**src/rtl/packet_merge.sv**
```systemverilog
// Two-input round-robin packet arbiter feeding the packet queue; one packet in flight.
// Define PACKET_MERGE_FIXED_PRIO_EN to make port A always win ties.
module packet_merge #(
  parameter int PACKET_WIDTH = 175
) (
  input  logic                    CLK,
  input  logic                    RST,
  input  logic                    RECEIVE_A_VALID,
  input  logic [PACKET_WIDTH-1:0] RECEIVE_A_DATA,
  output logic                    RECEIVE_A_READY,
  input  logic                    RECEIVE_B_VALID,
  input  logic [PACKET_WIDTH-1:0] RECEIVE_B_DATA,
  output logic                    RECEIVE_B_READY,
  output logic                    SEND_PC_VALID,
  output logic [PACKET_WIDTH-1:0] SEND_PC_DATA,
  input  logic                    SEND_PC_READY
);

  typedef enum logic [1:0] {S_IDLE = 2'd0, S_ACCEPT = 2'd1, S_SEND = 2'd2} state_e;
  localparam logic PORT_A = 1'b0;
  localparam logic PORT_B = 1'b1;

  state_e                  state_q, state_d;
  logic                    grant_q, grant_d;
  logic                    last_grant_q, last_grant_d;
  logic                    a_ready_q, a_ready_d;
  logic                    b_ready_q, b_ready_d;
  logic                    send_valid_q, send_valid_d;
  logic [PACKET_WIDTH-1:0] send_data_q, send_data_d;
  logic                    tie_pick;
  logic                    granted_valid;
  logic                    capture;

`ifdef PACKET_MERGE_FIXED_PRIO_EN
  assign tie_pick = PORT_A;
`else
  assign tie_pick = ~last_grant_q;
`endif

  assign granted_valid = (grant_q == PORT_B) ? RECEIVE_B_VALID : RECEIVE_A_VALID;
  // A sender that dropped VALID during its READY cycle is treated as withdrawn.
  assign capture       = (state_q == S_ACCEPT) && granted_valid;

  always_ff @(posedge CLK or posedge RST) begin
    if (RST) begin
      state_q      <= S_IDLE;
      grant_q      <= PORT_A;
      last_grant_q <= PORT_B;
      a_ready_q    <= 1'b0;
      b_ready_q    <= 1'b0;
      send_valid_q <= 1'b0;
      send_data_q  <= '0;
    end else begin
      state_q      <= state_d;
      grant_q      <= grant_d;
      last_grant_q <= last_grant_d;
      a_ready_q    <= a_ready_d;
      b_ready_q    <= b_ready_d;
      send_valid_q <= send_valid_d;
      send_data_q  <= send_data_d;
    end
  end

  always_comb begin
    state_d = state_q;
    grant_d = grant_q;
    unique case (state_q)
      S_IDLE: begin
        if (RECEIVE_A_VALID || RECEIVE_B_VALID) begin
          state_d = S_ACCEPT;
          grant_d = (RECEIVE_A_VALID && RECEIVE_B_VALID) ? tie_pick : RECEIVE_B_VALID;
        end
      end
      S_ACCEPT: state_d = granted_valid ? S_SEND : S_IDLE;
      S_SEND:   if (SEND_PC_READY) state_d = S_IDLE;
      default:  state_d = S_IDLE;
    endcase
  end

  always_comb begin
    a_ready_d    = (state_q == S_IDLE) && (state_d == S_ACCEPT) && (grant_d == PORT_A);
    b_ready_d    = (state_q == S_IDLE) && (state_d == S_ACCEPT) && (grant_d == PORT_B);
    send_valid_d = (state_d == S_SEND);
    send_data_d  = send_data_q;
    last_grant_d = last_grant_q;
    if (capture) begin
      send_data_d  = (grant_q == PORT_B) ? RECEIVE_B_DATA : RECEIVE_A_DATA;
      last_grant_d = grant_q;
    end
  end

  assign RECEIVE_A_READY = a_ready_q;
  assign RECEIVE_B_READY = b_ready_q;
  assign SEND_PC_VALID   = send_valid_q;
  assign SEND_PC_DATA    = send_data_q;

endmodule
```
**config.mk**
```make
export PLATFORM = sky130hd
export DESIGN_NAME = packet_merge
export DESIGN_NICKNAME = d
export VERILOG_FILES = /design/src/rtl/packet_merge.sv
export SDC_FILE = /design/constraint.sdc
export NUM_CORES = 1
export LEC_CHECK = 0
export BUFFER_PORTS_ARGS = -buffer_cell sky130_fd_sc_hd__buf_2
export CELL_PAD_IN_SITES_DETAIL_PLACEMENT = 0
export CELL_PAD_IN_SITES_GLOBAL_PLACEMENT = 1
export CORE_AREA = 5 5 205 207
export DETAILED_ROUTE_END_ITERATION = 10
export DIE_AREA = 0 0 210 212
export GPL_TIMING_DRIVEN = 0
export PLACE_DENSITY_LB_ADDON = 0.1
export SKIP_LAST_GASP = 1
export SLEW_MARGIN = 20
export SYNTH_ARGS = -nofsm -noshare
export SYNTH_HDL_FRONTEND = slang
export SYNTH_SLANG_ARGS = --single-unit
```
**constraint.sdc**
```tcl
create_clock -name CLK -period 6.97 [get_ports CLK]
set_input_delay 0.3485 -clock CLK [delete_from_list [all_inputs] [get_ports CLK]]
set_output_delay 0.3485 -clock CLK [all_outputs]
set_load 0.02 [all_outputs]
```
==> summary.md, run 1 <==
| Metric | Value |
|---|---|
| Status | `finished, violations left` |
| Failing checks | `hold timing` |
| Fin cells | `1686` |
| CP max stage delay | `0.70 ns` |
| Critical Path AT | `2.95 ns` |
| R2R cell count | `5` |
| Hpwl dp | `26800 um` |
| Clock Skew | `0.00757 ns` |
| Power Dens Cells | `484 nW/um^2` |
| DRT Wirelength | `33100 um` |
| CP Capture Point | `SEND_PC_DATA[4]` |
| Area leader, netlist | `dfrtp_1` |
| CORE AREA | `40200 sq um` |
| Crit. Startpoint | `grant_q` |
| Routed Antenna Nets | `0` |
| Grt met1 use | `16.2%` |
| Most frequent cell after synthesis | `mux2_2` |
| Area contributors post-synth | `dfrtp_1, mux2_2, mux2_4` |
| Worst min path class | `primary input to async pin` |
| Num CTS Buffers | `17` |
| Die Ht | `212 um` |
| Io pins | `533` |
| Layout cells sized above 1 | `81.3%` |
| RR Startpoint | `grant_q` |
| Synth cell types | `17` |
| VDD IR max | `0.157 mV` |
| Chip Width | `210 um` |
| Die ar. | `44500 sq um` |
| Remaining global-route overflow | `0` |
| Asr flop ratio synth | `100%` |
| Mapped Cells | `590` |
| Critical path launch point type | `flop` |
| Yosys warning total | `0` |
| Routing usage on met2 | `25.4%` |
| Worst slew margin | `43.2%` |
| Placed Cells | `1655` |
| Final Hold Viols | `1` |
| Syn_area_per_cell | `15.9 sq um` |
| Worst EP required | `7.29 ns` |
| Global-route track usage on met3 | `5.30%` |
| Critical-path cell list | `buf_6 -> clkbuf_1 -> clkbuf_1 -> mux2_2 -> mux2_4` |
| Ratio of final minimum period to clock period | `37.9%` |
| Fmax | `379 MHz` |
| WS Path Type | `flop to flop` |
| Seq/Total Area, Yosys | `48.7%` |
| Vias in the first global route | `7578` |
| Leak Pwr | `6.55 nW` |
| Drt first pass iters | `4` |
| DR vias | `6725` |
| Root Buffer Master | `clkbuf_16` |
| Initial antenna violation count | `6` |
| Post-layout min period | `2.64 ns` |
| Max Slew Vio Count | `0` |
| Power, Total | `6.43 mW` |
| Deepest clock path buffer count | `2` |
| GPL Wtd Cong | `0.787` |
| CP max-delay cell | `clkbuf_1` |
| Final setup viols | `0` |
| Syn Nets | `945` |
| GR peak layer | `met2` |
| Global-route wire length before repair | `47600 um` |
| Worst-path fanout max | `10` |
| # port buffers | `532` |
| CTS clock-pin slew for the worst setup and hold paths | `0.07 ns` |
| Hold WS | `-0.00294 ns` |
| Share of the synthesized area in the top cell type | `48.4%` |
| GRT Util Overall | `14.2%` |
| Mapped cell area | `9360 sq um` |
| # diodes | `0` |
| Main synth FF type | `dfrtp_1` |
| RSZ-0062 raised after global routing | `no` |
| Nets | `1497` |
| Number of H-tree levels | `4` |
| CP endpoint kind | `flop` |
| Post CTS Setup Buffer Count | `0` |
| R2R setup slack | `4.33 ns` |
| TritonCTS clock tree | `built` |
| Fillers | `4161` |
| Worst R2R End | `SEND_PC_DATA[4]` |
| Worst-Skew Late Latency | `0.43 ns` |
| Worst-margin pin slew | `0.852 ns` |
| Fin Setup TNS | `0 ns` |
| Post-synth EDFFs | `0` |
| Synth-to-Final Area Change | `42.1%` |
| Clock sink total | `182` |
| Post-synth top cells | `mux2_2, dfrtp_1, mux2_4` |
| Largest net degree at the start of global routing | `96` |
| DRT iter0 DRCs | `149` |
| Final Util | `33.1%` |
| Post_cts resized | `0` |
| #FFs+latches synth | `182` |
| Max-cap viol count | `0` |
| Wire per inst | `19.6 um` |
| CTS Hold Bufs | `0` |
| Remaining DRCs | `0` |
| Most frequent CP cell | `clkbuf_1` |
| Initial Util | `23.3%` |
| Rows | `74` |
| Via density | `3.99` |
==> placed cells by master, fill, tap and decap left out <==
| cell | Yosys | final |
|---|---|---|
| buf_2 | 6 | 538 |
| mux2_2 | 222 | 222 |
| dfrtp_1 | 181 | 181 |
| mux2_4 | 129 | 129 |
| clkbuf_16 | 0 | 17 |
| buf_6 | 16 | 16 |
| clkbuf_1 | 15 | 16 |
| nor2_1 | 4 | 4 |
| buf_1 | 3 | 3 |
| a21o_1 | 3 | 3 |
| clkinv_2 | 0 | 3 |
| clkinvlp_4 | 0 | 3 |
| inv_1 | 3 | 2 |
| and3_1 | 2 | 2 |
| bufinv_16 | 0 | 2 |
| inv_6 | 0 | 2 |
| clkbuf_8 | 0 | 2 |
| o21ai_0 | 1 | 1 |
| nand2_1 | 1 | 1 |
| inv_8 | 0 | 1 |
| a31oi_1 | 1 | 1 |
| nand3b_1 | 1 | 1 |
| a21oi_1 | 1 | 1 |
| clkinv_4 | 0 | 1 |
| dfstp_2 | 1 | 1 |
| buf_16 | 0 | 1 |
==> critical path, delay by kind of cell (launching register included) <==
| family | cells | cell delay (ns) |
|---|---|---|
| flops | 1 | 0.34 |
| mux | 2 | 0.68 |
| buf+inv | 3 | 1.50 |
==> per-stage QoR <==
stage / instance area, sq um / setup slack, ns
after floorplan: 9360 / 1.68
after global placement: 12700 / -1.13
after detailed placement: 12700 / 4.12
after CTS: 13300 / 4.11
after global routing: 13300 / 4.17
final: 13300 / 4.33
==> sequential cells by signal, summed over array words and instances, names as in the netlist <==
signal,flops
RECEIVE_A_READY,1
RECEIVE_B_READY,1
SEND_PC_DATA,175
SEND_PC_VALID,1
grant_q,1
last_grant_q,1
state_q,2
==> where the power goes <==
| part | internal [mW] | switching, mW |
|---|---|---|
| Combinational | 1.76 | 1.81 |
| Clock | 0.547 | 0.433 |
| Sequential | 1.61 | 0.271 |
| Total | 3.92 | 2.51 |
==> cells by family after synthesis <==
logic type	count (synthesis)	share of synthesized area, %
buffers and inverters	43	3.09
flip-flops	182	48.7
multiplexers	351	47.4
AND/OR/NAND/NOR	8	0.414
AO/OA/AOI/OAI	6	0.414
==> worst min-delay path by stage <==
stage | start | endpoint | slack (ns) | cells after the start
2_1_floorplan | state_q[1] | SEND_PC_VALID | 0.51 | 1
3_3_place_gp | SEND_PC_DATA[60] | SEND_PC_DATA[60] | 0.49 | 1
3_5_place_dp | SEND_PC_DATA[162] | SEND_PC_DATA[162] | 0.49 | 1
4_1_cts | RST | SEND_PC_DATA[19] | 0.02 | 2
5_1_grt | RST | SEND_PC_DATA[18] | 0.03 | 2
6_report | RST | SEND_PC_DATA[18] | -0.003 | 2
==> per-layer routing <==
metal  vias to the layer above  share of wire (%)
li1                       3227                  -
met1                      3194                 39
met2                       263                 52
met3                        29                7.9
met4                        12                1.1
met5                         -               0.27
==> final cells by class <==
type / instances / area, sq um / share of cell area [%]
multi-input cells: 365 / 4510 / 33.9
well taps: 532 / 666 / 5.00
plain buffers: 40 / 278 / 2.09
clock buffers: 20 / 457 / 3.43
clock inverters: 11 / 124 / 0.931
flip-flops and latches: 182 / 4560 / 34.2
inverters: 3 / 18.8 / 0.141
repair buffers: 533 / 2690 / 20.2
Note: power is estimated with default switching activity, not from simulation.
==> run 2: changes to the inputs <==
Settings changed: ABC_AREA set to 1.
Clock period 6.97 ns to 2.6 ns, I/O delays scaled along.
==> run 2 against run 1 <==
Against the previous run: the run now ends clean; highest routed layer unchanged; worst setup slack worse by 4.1 ns; core utilization is 1.8 points higher; critical path depth is 4 higher; sequential share of layout area is 1.8 points lower; via count is 60% higher; die area stayed put.
==> summary.md, run 2 <==
| Metric | Value |
|---|---|
| Status | `finished clean` |
| Vias in the first global route | `11157` |
| Area leader, netlist | `dfrtp_1` |
| CP max stage delay | `0.54 ns` |
| Worst EP required | `2.98 ns` |
| Rows | `74` |
| Global-route track usage on met3 | `5.65%` |
| Power, Total | `16.7 mW` |
| Number of H-tree levels | `4` |
| Synth-to-Final Area Change | `50.6%` |
| Routing usage on met2 | `32.7%` |
| # port buffers | `532` |
| Wire per inst | `17.1 um` |
| R2R setup slack | `0.27 ns` |
| Fillers | `4555` |
| Seq/Total Area, Yosys | `48.9%` |
| Final Util | `34.9%` |
| Global-route wire length before repair | `65100 um` |
| GRT Util Overall | `18.9%` |
| CP max-delay cell | `dlygate4sd3_1` |
| Initial Util | `23.2%` |
| Max Slew Vio Count | `0` |
| Remaining DRCs | `0` |
| Post-synth top cells | `nand2_1, dfrtp_1, nand3_1` |
| GR peak layer | `met2` |
| Clock sink total | `182` |
| Worst-path fanout max | `10` |
| Num CTS Buffers | `17` |
| Synth cell types | `15` |
| Ratio of final minimum period to clock period | `89.5%` |
| Io pins | `533` |
| CORE AREA | `40200 sq um` |
| Fmax | `430 MHz` |
| Deepest clock path buffer count | `2` |
| Layout cells sized above 1 | `33.0%` |
| Multi-input logic area | `4260 sq um` |
| Post-layout min period | `2.33 ns` |
| #FFs+latches synth | `182` |
| DRT iter0 DRCs | `544` |
| Asr flop ratio synth | `100%` |
| Chip Width | `210 um` |
| Routed Antenna Nets | `0` |
| Hpwl dp | `34600 um` |
| Mapped cell area | `9330 sq um` |
| CP endpoint kind | `flop` |
| Dpl cell area | `12800 sq um` |
| Initial antenna violation count | `10` |
| Post_cts resized | `0` |
| Design Area, Final | `14000 sq um` |
| Drt first pass iters | `4` |
| Commonest non-fill, non-tap cell in the layout | `nand2_1` |
| Post-synth EDFFs | `0` |
| Final setup viols | `0` |
| Root Buffer Master | `clkbuf_16` |
| Commonest non-fill, non-tap cells in the layout | `nand2_1, buf_2, dfrtp_1` |
| DR vias | `10767` |
| DRT Wirelength | `43200 um` |
| Remaining global-route overflow | `0` |
| Largest net degree at the start of global routing | `30` |
| Place WS | `0.663 ns` |
| Share of the synthesized area in the top cell type | `48.6%` |
| Sequential cell area | `4560 sq um` |
| Max-cap viol count | `0` |
| Hold Path Origin | `RECEIVE_A_DATA[134]` |
| WS Path Type | `flop to flop` |
| GPL Wtd Cong | `0.892` |
| TritonCTS clock tree | `built` |
| Die ar. | `44500 sq um` |
| Post CTS Setup Buffer Count | `0` |
| Fin Setup TNS | `0 ns` |
| Hold depth | `5` |
| R2R cell count | `9` |
| Main synth FF type | `dfrtp_1` |
| CTS clock-pin slew for the worst setup and hold paths | `0.07 ns` |
| Final setup margin | `0.273 ns` |
| Hold endpoint | `SEND_PC_DATA[134]` |
| Leak Pwr | `8.57 nW` |
| Power Dens Cells | `1190 nW/um^2` |
| Critical Path AT | `2.71 ns` |
| Worst-Skew Late Latency | `0.44 ns` |
| Die Ht | `212 um` |
| RSZ-0062 raised after global routing | `no` |
| Worst R2R End | `SEND_PC_DATA[154]` |
| VDD IR max | `0.423 mV` |
| Yosys warning total | `0` |
| Via density | `4.26` |
| Worst slew margin | `59.9%` |
| Critical path launch point type | `flop` |
| Worst-margin pin slew | `0.601 ns` |
| CTS Hold Bufs | `67` |
| Clock Skew | `0.00607 ns` |
| Nets | `2333` |
| RR Startpoint | `grant_q` |
| Worst min path class | `primary input to flop` |
| Grt met1 use | `23.1%` |
| Critical-path cell list | `buf_2 -> inv_2 -> buf_2 -> buf_2 -> nand2_1 -> nand2_1 -> dlygate4sd3_1 -> nand3_1 -> nand2_1` |
| Most frequent cell after synthesis | `nand2_1` |
| Syn Nets | `1709` |
| Syn_area_per_cell | `6.89 sq um` |
| Mapped Cells | `1354` |
| Final Hold Viols | `0` |
| Max reg flops | `175` |
| Area contributors post-synth | `dfrtp_1, nand2_1, nand3_1` |
==> run 2: kinds of logic (layout without fill, tap and decap cells) <==
logic type	Yosys count	after routing	synth area share [%]
AOI/OAI and AO/OA	1	1	0.0536
DFF	182	182	48.9
other	0	7	0
buffers and inverters	103	740	5.46
and+or+nand+nor	1068	1068	45.6
==> run 2: final cells by class <==
type,count,area share (%)
flip-flops and latches,182,32.4
multi-input cells,1069,30.3
repair buffers,605,24.6
well taps,532,4.74
clock buffers,26,3.63
plain buffers,96,3.44
clock inverters,6,0.472
inverters,7,0.214
diodes,7,0.125
==> run 2: where the power goes <==
group	switching, mW	leakage [nW]	internal, mW
Clock	1.14	0.273	1.45
Combinational	6.46	6.00	2.95
Sequential	0.619	2.30	4.12
==> run 2: critical path: cells and delay by family, from the launching register on <==
kind / cells / cell delay, ns
buffers and inverters: 5 / 1.62
DFF: 1 / 0.35
and+or+nand+nor: 4 / 0.28
==> run 2: worst max-delay path by stage <==
stage / end / start / cells past startpoint / slack, ns
after floorplan: RECEIVE_A_READY / RST / 1 / 0.13
after global placement: SEND_PC_DATA[2] / RST / 2 / -1.44
after detailed placement: SEND_PC_DATA[174] / grant_q / 8 / 0.66
after CTS: SEND_PC_DATA[159] / grant_q / 9 / 0.19
after global routing: SEND_PC_DATA[154] / grant_q / 9 / 0.05
final: SEND_PC_DATA[154] / grant_q / 9 / 0.27
==> run 2: through the flow <==
stage / hold slack (ns) / cells
6_report: 0.0235 / 2530
5_1_grt: 0.0176 / 2529
3_5_place_dp: 0.234 / 2424
3_3_place_gp: 0.414 / 2418
2_1_floorplan: 0.300 / 1354
4_1_cts: 0.0000676 / 2523
==> run 2: layer usage <==
metal | up-vias | part of all wire (%)
met1 | 4990 | 41
met5 | - | 0.097
met3 | 42 | 6.5
met4 | 8 | 1.8
li1 | 5444 | -
met2 | 283 | 50
